$ cat config.mk
export PLATFORM = sky130hd
export DESIGN_NAME = rr_onehot_arbiter_flat
export DESIGN_NICKNAME = d
export VERILOG_FILES = /design/src/rtl/rr_onehot_arbiter_if.sv /design/src/rtl/rr_onehot_arbiter.sv /design/src/flat_wrapper.sv
export SDC_FILE = /design/constraint.sdc
export NUM_CORES = 1
export LEC_CHECK = 0
export CAP_MARGIN = 20
export CORE_UTILIZATION = 32
export CTS_CLUSTER_SIZE = 30
export DETAILED_ROUTE_END_ITERATION = 8
export GPL_TIMING_DRIVEN = 0
export PLACE_DENSITY = 0.52
export REMOVE_ABC_BUFFERS = 1
export SETUP_SLACK_MARGIN = 0.3
export SLEW_MARGIN = 20
export SYNTH_ARGS = -nofsm -noshare
export SYNTH_HDL_FRONTEND = slang
export SYNTH_SLANG_ARGS = --single-unit
$ cat constraint.sdc
create_clock -name clk -period 4.77 [get_ports clk]
set_clock_uncertainty 0.05 [all_clocks]
set_input_delay 0.954 -clock clk [delete_from_list [all_inputs] [get_ports clk]]
set_output_delay 0.954 -clock clk [all_outputs]
set_load 0.02 [all_outputs]
$ cat src/rtl/rr_onehot_arbiter_if.sv
// Requester-bank <-> arbiter bundle: request vector and done pulse in,
// one-hot grant, binary grant index, valid and timeout pulse out.
interface rr_onehot_arbiter_if #(
  parameter int N   = 16,
  parameter int IDW = 4
);
  logic [N-1:0]   req;
  logic           done;
  logic [N-1:0]   gnt;
  logic [IDW-1:0] gnt_id;
  logic           gnt_valid;
  logic           timeout;

  modport master (
    output req, done,
    input  gnt, gnt_id, gnt_valid, timeout
  );

  modport slave (
    input  req, done,
    output gnt, gnt_id, gnt_valid, timeout
  );
endinterface

$ cat src/rtl/rr_onehot_arbiter.sv
// Round-robin arbiter: one registered grant at a time, held until done,
// owner withdrawal or hold timeout, with an idle bubble between owners.
module rr_onehot_arbiter #(
  parameter int N   = 16,
  parameter int IDW = 4,
  parameter int TMO = 64,
  parameter int CW  = 8
) (
  input  logic                clk,
  input  logic                rst_n,
  rr_onehot_arbiter_if.slave  bus,
  output logic [0:0]          dbg_state,
  output logic [IDW-1:0]      dbg_ptr
);

  // Handshake: req[i] is a level that stays high for as long as requester i
  // wants the resource; a grant is owned while gnt_valid=1 and ends when the
  // owner pulses done for one cycle, drops req[gnt_id], or the hold timer
  // expires. Non-owner requests are ignored while a grant is held.

  localparam logic [0:0] IDLE = 1'b0;
  localparam logic [0:0] BUSY = 1'b1;

  logic [0:0]     state;
  logic [IDW-1:0] ptr;
  logic [CW-1:0]  cnt;

  logic [2*N-1:0] dbl;
  logic [N-1:0]   rot;
  logic [IDW:0]   sum;
  logic [IDW-1:0] win;
  logic           found;
  logic [N-1:0]   win_onehot;
  logic           any_req;
  logic           owner_req;
  logic           tmo_hit;
  logic           release_now;

  // Rotate requests so bit 0 corresponds to ptr; first set bit is the offset.
  always_comb begin
    dbl   = {bus.req, bus.req} >> ptr;
    rot   = dbl[N-1:0];
    sum   = '0;
    win   = '0;
    found = 1'b0;
    for (int i = 0; i < N; i++) begin
      if (!found && rot[i]) begin
        found = 1'b1;
        sum   = {1'b0, ptr} + (IDW+1)'(i);
        if (sum >= (IDW+1)'(N)) sum = sum - (IDW+1)'(N);
        win   = sum[IDW-1:0];
      end
    end
  end

  assign win_onehot  = {{(N-1){1'b0}}, 1'b1} << win;
  assign any_req     = |bus.req;
  assign owner_req   = |(bus.req & bus.gnt);
  assign tmo_hit     = (TMO != 0) && (cnt == CW'(TMO - 1));
  assign release_now = bus.done || !owner_req || tmo_hit;

  always_ff @(posedge clk or negedge rst_n) begin
    if (!rst_n) begin
      state         <= IDLE;
      ptr           <= '0;
      cnt           <= '0;
      bus.gnt       <= '0;
      bus.gnt_id    <= '0;
      bus.gnt_valid <= 1'b0;
      bus.timeout   <= 1'b0;
    end else begin
      bus.timeout <= 1'b0;
      case (state)
        IDLE: begin
          if (any_req) begin
            bus.gnt       <= win_onehot;
            bus.gnt_id    <= win;
            bus.gnt_valid <= 1'b1;
            ptr           <= (win == IDW'(N - 1)) ? '0 : win + 1'b1;
            cnt           <= '0;
            state         <= BUSY;
          end
        end
        BUSY: begin
          cnt <= cnt + 1'b1;
          if (release_now) begin
            bus.gnt       <= '0;
            bus.gnt_id    <= '0;
            bus.gnt_valid <= 1'b0;
            cnt           <= '0;
            state         <= IDLE;
            // Done or withdrawal on the expiry edge is a normal release.
            bus.timeout   <= tmo_hit && !bus.done && owner_req;
          end
        end
        default: state <= IDLE;
      endcase
    end
  end

  assign dbg_state = state;
  assign dbg_ptr   = ptr;

endmodule
$ cat src/flat_wrapper.sv
// flat-port wrapper written by rule: the top's interface ports become plain ports
module rr_onehot_arbiter_flat 
#(
  parameter int N   = 16,
  parameter int IDW = 4,
  parameter int TMO = 64,
  parameter int CW  = 8
)
  (clk, rst_n, dbg_state, dbg_ptr, bus_req, bus_done, bus_gnt, bus_gnt_id, bus_gnt_valid, bus_timeout);
  rr_onehot_arbiter_if #(.N(N), .IDW(IDW)) bus_i ();
  input  logic clk;
  input  logic rst_n;
  output logic [0:0] dbg_state;
  output logic [IDW-1:0] dbg_ptr;
  input wire logic [$bits(bus_i.req)-1:0] bus_req;
  input wire logic [$bits(bus_i.done)-1:0] bus_done;
  output wire logic [$bits(bus_i.gnt)-1:0] bus_gnt;
  output wire logic [$bits(bus_i.gnt_id)-1:0] bus_gnt_id;
  output wire logic [$bits(bus_i.gnt_valid)-1:0] bus_gnt_valid;
  output wire logic [$bits(bus_i.timeout)-1:0] bus_timeout;
  assign bus_i.req = bus_req;
  assign bus_i.done = bus_done;
  assign bus_gnt = bus_i.gnt;
  assign bus_gnt_id = bus_i.gnt_id;
  assign bus_gnt_valid = bus_i.gnt_valid;
  assign bus_timeout = bus_i.timeout;
  rr_onehot_arbiter #(.N(N), .IDW(IDW), .TMO(TMO), .CW(CW)) u_core (.clk(clk), .rst_n(rst_n), .bus(bus_i), .dbg_state(dbg_state), .dbg_ptr(dbg_ptr));
endmodule
==> impl_metrics.tcl <==
set metrics [dict create \
    irDropWorstVdd_mv 0.2986 \
    status "finished clean" \
    nFillCells 1311 \
    grt_pass1_wl_um 22240 \
    root_buffer "clkbuf_16" \
    synth.area.mux_share_pct 25.76 \
    synth_cell_type_count 70 \
    drt-pass1-iter-count 7 \
    critical_path.max_stage_delay_ps 570 \
    total_power_mw 4.255 \
    cts.clk_slew.worst_paths_ps 60 \
    rsz0062_at_grt "yes" \
    ys_async_sr_fraction_pct 100.0 \
    setup_violations 0 \
    required_ps 4870 \
    wirelength_um 13830 \
    clock.fmax_mhz 230.1 \
    start_kind "primary input" \
    tns_ps 0 \
    drive_gt1_share_pct 18.60 \
    hpwl_um 10070 \
    path_class "primary input to register" \
    yosys_most_used_dff "dfrtp_1" \
    holdCritPathClass "register to register" \
    yosys.area.top_type "dfrtp_1" \
    synth-simple-area-share_pct 18.82 \
    die_area_um2 13360 \
    synth_compound_area_share_pct 24.09 \
    period_minus_slack_ps 4345 \
    hold_violations 0 \
    synth_top_cell_area_share_pct 21.21 \
    synth_edf_count 0 \
    grt_start_max_net_pins 33 \
    synth_common_cells "nand2_1, nor2_1, dfrtp_1" \
    worst_setup_path_end_kind "register" \
    fin_util_pct 39.64 \
    synth_top_family_by_area "multiplexers" \
    cp_data_arrival_time_ps 4440 \
    cts_made_buffers 5 \
    synth-xor-area-share_pct 1.909 \
    clkSinkCount 35 \
    crit_chain "dlygate4sd2_1, mux4_2, buf_4, mux2i_2, o21ai_0, nor4_2, buf_4, o21bai_1, a21o_1, o41ai_2, and2_4, inv_1, ha_2, ha_1, nand2_1, o21ai_0" \
    start_util_pct 32.72 \
    num_io_pins 46 \
    finalMaxSlewViolations 0 \
    p_per_area_nw_per_um2 850.6 \
    viasPerCell 5.999 \
    area_growth_pct 21.15 \
    numPortBuffers 45 \
    postCtsHoldBufs 0 \
    fin_nets 547 \
    worstMarginPinSlew_ps 734.6 \
    maxCapViolCount 0 \
    worst-path-max-fanout 8 \
    antenna_found_initial 0 \
    synth.area.top_cells "dfrtp_1, mux4_2, mux2i_1" \
    p_leak_nw 1.918 \
    antenna_left 0 \
    grt_pass1_vias 4038 \
    synth-seq-cells 35 \
    synth-seq-area-share_pct 21.21 \
    gr-usage-all-layers_pct 21.53 \
    dieHeight_um 115.6 \
    synthAdderAreaFrac_pct 3.939 \
    diodes 0 \
    maxSlewHeadroom_pct 51.03 \
    ys_warn_count 0 \
    htree_levels 2 \
    die_w_um 115.6 \
    hold_slack_ps 439.0 \
    final_cells 688 \
    vias 4127 \
    synth_area_per_cell_um2 8.638 \
    core_area_um2 12620 \
    clk_latency_ps 280 \
    cts_tree "built" \
    row_count 41 \
    drc 0 \
    cpMaxStageDelayCell "mux4_2" \
    wire_per_inst_um 20.10 \
    syn_area_um2 4129 \
    clockBufferDepth 2 \
    drt_iter0_drc 302 \
    place_congestion 0.9125 \
    period_share_pct 91.10 \
    placedCellCount 673 \
    synth_most_common_cell "nand2_1" \
    grt_overflow_total 0 \
    synth_cells 478 \
]
-- flip-flops by register name (all words and copies together), names as in the netlist --
signal,flops
u_core.bus.gnt_id,4
u_core.cnt,8
u_core.bus.gnt,16
u_core.dbg_state,1
u_core.bus.gnt_valid,1
u_core.bus.timeout,1
u_core.dbg_ptr,4
-- critical path, delay by kind of cell --
kind / cells / cell delay, ps
muxes: 2 / 850
buffers and inverters: 4 / 770
and+or+nand+nor: 3 / 610
adders and majority gates: 2 / 490
AOI/OAI and AO/OA: 5 / 760
-- path summary, 6_finish.rpt --
kind / startpoint / to / slack (ps) / depth (start not counted)
min reg2reg: u_core.cnt[2]$_DFFE_PN0P_ / u_core.cnt[2]$_DFFE_PN0P_ / 440 / 1
max reg2reg: u_core.dbg_ptr[0]$_DFFE_PN0P_ / u_core.dbg_ptr[2]$_DFFE_PN0P_ / 520 / 15
max: bus_req[15] / u_core.dbg_ptr[2]$_DFFE_PN0P_ / 420 / 16
min in group asynchronous: rst_n / u_core.bus.gnt_valid$_DFFE_PN0P_ / 530 / 1
max in group asynchronous: rst_n / u_core.dbg_ptr[0]$_DFFE_PN0P_ / 3700 / 2
min: u_core.cnt[2]$_DFFE_PN0P_ / u_core.cnt[2]$_DFFE_PN0P_ / 440 / 1
-- what timing repair did --
item,in CTS,in global routing
pin swaps,2,1
setup endpoints to repair,20,21
cloned,1,0
resized for setup,22,18
buffers inserted,2,4
-- logic make-up (layout without fill, tap and decap cells) --
kind of cell             count (synthesis)  count (layout)
XOR/XNOR                                 9               9
AND/OR/NAND/NOR                        162             162
multiplexers                            75              75
buffers and inverters                   39              77
adder cells (fa/ha/maj)                 13              13
flip-flops                              35              35
AO/OA/AOI/OAI                          145             145
-- cell type report --
class	instances	area (um^2)	share of cell area (%)
timing repair inverter	1	5.005	0.1000
tap	172	215.2	4.302
clock inverter	1	5.005	0.1000
sequential	35	885.9	17.71
timing repair buffer	55	538.0	10.76
inverter	13	52.55	1.051
clock buffer	7	142.6	2.851
multi-input combinational	404	3158	63.13
-- metal layers --
| layer | track usage (%) | vias to the layer above | part of all wire, % |
|---|---|---|---|
| met5 | 0 | - | 0 |
| met1 | 31.11 | 1980 | 47 |
| met3 | 3.556 | 35 | 6.9 |
| met2 | 31.22 | 201 | 43 |
| li1 | - | 1911 | - |
| met4 | 9.870 | 0 | 3.6 |
-- power breakdown --
group          internal (mW)  total (mW)  leakage, nW  switching [mW]
clock                  0.207       0.328       0.0739           0.121
sequential             0.394       0.632        0.467           0.238
combinational           1.34        3.29         1.38            1.96
total                   1.94        4.26         1.92            2.32
-- metrics by stage --
stage / setup slack [ps] / area [um^2]
final: 424.7 / 5002
after global routing: 240.3 / 5002
after CTS: 359.2 / 4927
after detailed placement: -400.7 / 4752
after global placement: -787.0 / 4667
after floorplan: 13.42 / 4001
-- placed cells by master (no fill, tap or decap), types with 5 or more instances in the layout --
master,synthesis,routed
mux2i_1,34,30
inv_1,10,9
clkdlybuf4s50_1,0,28
and3_1,6,6
clkbuf_16,0,5
ha_1,13,12
buf_4,0,6
nand3_1,7,7
a221oi_1,6,6
nor2_1,44,44
nor3_1,9,8
mux4_2,23,23
nor4_1,5,5
o21ai_0,34,34
a21oi_1,22,22
a22o_1,6,6
mux2_2,17,16
nand2_1,61,61
nand2b_1,5,5
xnor2_1,5,5
dfrtp_1,35,31
o22ai_1,17,17
dlygate4sd2_1,0,12
(Power assumes the default switching activity.)
